==> src/rtl/mul_unit.sv <==
// Iterative radix-2 shift-add multiplier for MUL, MLA, UMULL and SMULL.
// Holds the pipeline with stall while working and pulses done for one cycle with the result.
module mul_unit #(
  parameter int WIDTH = 32
) (
  input  logic             clk,
  input  logic             reset,
  input  logic             start,
  input  logic [1:0]       op,
  input  logic [WIDTH-1:0] a,
  input  logic [WIDTH-1:0] b,
  input  logic [WIDTH-1:0] c,
  output logic             busy,
  output logic             stall,
  output logic             done,
  output logic [WIDTH-1:0] result_lo,
  output logic [WIDTH-1:0] result_hi
);

  localparam int CW = (WIDTH > 1) ? $clog2(WIDTH) : 1;
  localparam logic [1:0] OP_MUL   = 2'b00;
  localparam logic [1:0] OP_MLA   = 2'b01;
  localparam logic [1:0] OP_SMULL = 2'b11;

  typedef enum logic [1:0] {IDLE, RUN, FIX, DONE} state_t;

  state_t               state_q, state_d;
  logic [1:0]           op_q, op_d;
  logic [WIDTH-1:0]     c_q, c_d;
  logic [2*WIDTH-1:0]   mcand_q, mcand_d;
  logic [WIDTH-1:0]     mplier_q, mplier_d;
  logic                 neg_q, neg_d;
  logic [2*WIDTH-1:0]   acc_q, acc_d;
  logic [CW-1:0]        cnt_q, cnt_d;
  logic [WIDTH-1:0]     res_lo_q, res_lo_d;
  logic [WIDTH-1:0]     res_hi_q, res_hi_d;

  logic [WIDTH-1:0]     a_mag, b_mag;
  logic [2*WIDTH-1:0]   acc_fix;

  // The unsigned negation of the most negative value is its own magnitude.
  assign a_mag   = a[WIDTH-1] ? (~a + WIDTH'(1)) : a;
  assign b_mag   = b[WIDTH-1] ? (~b + WIDTH'(1)) : b;
  assign acc_fix = neg_q ? (~acc_q + (2*WIDTH)'(1)) : acc_q;

  always_comb begin
    state_d  = state_q;
    op_d     = op_q;
    c_d      = c_q;
    mcand_d  = mcand_q;
    mplier_d = mplier_q;
    neg_d    = neg_q;
    acc_d    = acc_q;
    cnt_d    = cnt_q;
    res_lo_d = res_lo_q;
    res_hi_d = res_hi_q;
    case (state_q)
      IDLE: begin
        if (start) begin
          op_d  = op;
          c_d   = c;
          acc_d = '0;
          cnt_d = CW'(WIDTH - 1);
          if (op == OP_SMULL) begin
            mcand_d  = {{WIDTH{1'b0}}, a_mag};
            mplier_d = b_mag;
            neg_d    = a[WIDTH-1] ^ b[WIDTH-1];
          end else begin
            mcand_d  = {{WIDTH{1'b0}}, a};
            mplier_d = b;
            neg_d    = 1'b0;
          end
          state_d = RUN;
        end
      end
      RUN: begin
        if (mplier_q[0]) acc_d = acc_q + mcand_q;
        mcand_d  = mcand_q << 1;
        mplier_d = mplier_q >> 1;
        if (cnt_q == '0) state_d = FIX;
        else             cnt_d   = cnt_q - CW'(1);
      end
      FIX: begin
        res_lo_d = acc_fix[WIDTH-1:0] + ((op_q == OP_MLA) ? c_q : '0);
        res_hi_d = (op_q == OP_MUL || op_q == OP_MLA) ? '0 : acc_fix[2*WIDTH-1:WIDTH];
        state_d  = DONE;
      end
      DONE: state_d = IDLE;
      default: state_d = IDLE;
    endcase
  end

  always_ff @(posedge clk or posedge reset) begin
    if (reset) begin
      state_q  <= IDLE;
      op_q     <= '0;
      c_q      <= '0;
      mcand_q  <= '0;
      mplier_q <= '0;
      neg_q    <= 1'b0;
      acc_q    <= '0;
      cnt_q    <= '0;
      res_lo_q <= '0;
      res_hi_q <= '0;
    end else begin
      state_q  <= state_d;
      op_q     <= op_d;
      c_q      <= c_d;
      mcand_q  <= mcand_d;
      mplier_q <= mplier_d;
      neg_q    <= neg_d;
      acc_q    <= acc_d;
      cnt_q    <= cnt_d;
      res_lo_q <= res_lo_d;
      res_hi_q <= res_hi_d;
    end
  end

  assign busy      = (state_q != IDLE);
  assign stall     = (state_q == IDLE && start) || state_q == RUN || state_q == FIX;
  assign done      = (state_q == DONE);
  assign result_lo = res_lo_q;
  assign result_hi = res_hi_q;

endmodule
==> config.mk <==
export PLATFORM = sky130hd
export DESIGN_NAME = mul_unit
export DESIGN_NICKNAME = d
export VERILOG_FILES = /design/src/rtl/mul_unit.sv
export SDC_FILE = /design/constraint.sdc
export NUM_CORES = 1
export LEC_CHECK = 0
export CAP_MARGIN = 20
export CORE_MARGIN = 4
export CORE_UTILIZATION = 35
export CTS_CLUSTER_SIZE = 30
export DETAILED_ROUTE_END_ITERATION = 10
export REMOVE_ABC_BUFFERS = 1
export SYNTH_ARGS = -nofsm -noshare
export SYNTH_HDL_FRONTEND = slang
export SYNTH_SLANG_ARGS = --single-unit
==> constraint.sdc <==
create_clock -name clk -period 19 [get_ports clk]
set_clock_uncertainty 0.15 [all_clocks]
set_input_delay 5.7 -clock clk [delete_from_list [all_inputs] [get_ports clk]]
set_output_delay 5.7 -clock clk [all_outputs]
set_load 0.005 [all_outputs]
==> flow_summary.ini <==
[outcome]
status = complete, no violations

[place]
port_buffers = 167
dpl_worst_slack_ns = 5.82
dp_hpwl_um = 35900
gp_congestion = 0.923
dp_cells = 2785
place_area_um2 = 20100

[yosys]
synth.cell_area_um2 = 17800
synth_area_leaders = dfrtp_1 (37%), ha_1 (7.3%), o21ai_0 (5.9%)
synth_top_area_cell = dfrtp_1
async_flop_share_pct = 100
seq_area_frac_synth_pct = 37.4
synthFlopType = dfrtp_1
yosysWarnings = 0
synth_edf_count = 0
synth_seq_cells = 266
syn_inst = 2034
synth_top_area_share_pct = 37.4
avgSynthCellArea_um2 = 8.75
synth_cell_types = 67

[final_layout]
area_delta_synth_final_pct = 19.4
final-instance-count-excl-fill = 2845
layout-drive-gt1-share_pct = 7.41
fillers = 4914
final_core_utilization_pct = 42.3
num-nets-final = 2355
fin_area_um2 = 21200

[drt]
via_per_inst = 5.35
route.antenna.remaining_nets = 0
dr.first_iter.drc_count = 1017
drc = 0
firstDrtPassIters = 6
avgRoutedWirePerCell_um = 17.1
num_vias = 15207
finalWirelength_um = 48500

[sta]
period_share_pct = 69.6
finalHoldViolCount = 0
rsz0062_at_grt = no
fmax_ghz = 0.0757
min_period_ns = 13.22
slew_viol_final = 0
tightest_slew_ns = 0.967
setup_viol = 0
timing.slew.headroom_pct = 35.5
hold_slack_ns = 0.331
tns_ns = 0
setup_ws_ns = 5.78

[global_route]
grt_pass1_wl_um = 78300
grt_usage_pct = 17.4
grt_pass1_vias = 14597
grt-ovfl-total = 0
antenna_found_initial = 5
grt_start_max_net_pins = 128

[die]
die_area_um2 = 54500
start_util_pct = 35.5
die_h_um = 233
ioPinCount = 168
core-area_um2 = 50200
die_x_um = 233
rows = 82

[clock_tree]
cts.sinks = 266
path_clk_slew_ns = 0.06
insertion_delay_ns = 0.59
cts_root_buf = clkbuf_16
hold_buffers = 0
cts_tree = built
cts_resized = 0
post_cts_buffers = 0
cts_buffer_depth = 3
cts_buffers = 31
cts.htree.levels = 1

[critical_path]
arrival_ns = 7.37
crit_chain = clkdlybuf4s50_1 -> nand2_2 -> buf_4 -> nand2_1 -> clkdlybuf4s50_1
path_max_fanout = 43
path_class = in -> out
r2r_end = result_lo[30]
critical_path_required_ns = 13.15
cp_slowest_cell = buf_4
r2r_slack_ns = 13.89
crit_top_cell = clkdlybuf4s50_1
cp_slowest_stage_delay_ns = 0.52
crit_path_end_kind = primary output
critPathLaunchType = input port
r2r-start = acc_q[7]
ff2ff_path_depth = 15

[power]
powerDensity_nw_per_um2 = 159
p_leak_nw = 9.20
power.total_mw = 3.38
ir_worst_vdd_mv = 0.0857

[worst_hold_path]
min_path_type = reg -> reg
holdPathEnd = mplier_q[6]
min_from = mplier_q[6]
holdPathStages = 2

[run]
drv_cap = 0
## power breakdown
part           switching [mW]  internal [mW]
Combinational            1.07          0.756
Sequential              0.162          0.768
Clock                   0.252          0.375
Total                    1.48           1.90
## registers in the layout, indices dropped and copies added (netlist names)
register / flops
op_q: 2
cnt_q: 5
acc_q: 64
mplier_q: 32
result_hi: 32
mcand_q: 64
neg_q: 1
result_lo: 32
state_q: 2
c_q: 32
## synth_stat cells, types with 12 or more instances
cell type,count
dfrtp_1,266
nand2_1,218
o21ai_0,210
a21oi_1,192
nor2_1,131
xnor2_1,105
ha_1,104
xor2_1,103
clkbuf_1,84
inv_1,73
mux2_2,61
o31ai_1,45
and2_1,36
a21o_1,35
a22o_1,35
o22ai_1,33
nand3_1,26
nor3_1,25
or3_1,25
nand4_1,22
buf_1,17
a31oi_1,15
nor2b_1,14
o21bai_1,14
nor4_1,13
o211ai_1,12
## how the worst max path moves through the flow
| stage | start | depth (start not counted) | to |
|---|---|---|---|
| 3_5_place_dp | start | 5 | stall |
| 4_1_cts | start | 5 | stall |
| 3_3_place_gp | start | 5 | stall |
| 2_1_floorplan | reset | 1 | acc_q[0] |
| 5_1_grt | start | 5 | stall |
| 6_report | start | 5 | stall |
## logic make-up after synthesis
family,Yosys count,share of synthesized area (%)
AO/OA/AOI/OAI,655,22.2
buffers and inverters,176,3.72
multiplexers,62,3.92
flip-flops,266,37.4
XOR/XNOR,208,10.2
adder cells (fa/ha/maj),106,7.54
AND/OR/NAND/NOR,561,14.9
## routing by layer
layer | up-vias | wire length (um) | global-route usage (%)
li1 | 7531 | - | -
met1 | 7240 | 23700 | 25.4
met2 | 351 | 21200 | 27.2
met3 | 77 | 2350 | 2.54
met4 | 8 | 1210 | 4.68
met5 | - | 59 | 0
## layout by cell type, fill, tap and decap left out, types with 26 or more instances in the layout
cell,n
dfrtp_1,265
nand2_1,217
o21ai_0,210
a21oi_1,192
clkdlybuf4s50_1,167
nor2_1,131
xnor2_1,105
xor2_1,103
ha_1,102
inv_1,72
mux2_2,61
o31ai_1,45
and2_1,36
a21o_1,35
a22o_1,35
o22ai_1,33
clkbuf_16,31
nand3_1,26
## worst max-delay path: cells and delay by family
kind	cells	cell delay (ns)
and+or+nand+nor	2	0.22
buffers and inverters	3	1.44
## final cells by class
class / count / area (um^2) / share of cell area (%)
multi-input cells: 1592 / 10500 / 49.6
flip-flops and latches: 266 / 6660 / 31.4
repair buffers: 183 / 1840 / 8.69
clock buffers: 42 / 907 / 4.27
well taps: 672 / 841 / 3.96
inverters: 74 / 285 / 1.34
clock inverters: 15 / 173 / 0.813
diodes: 1 / 2.50 / 0.0118
(Power assumes the default switching activity.)
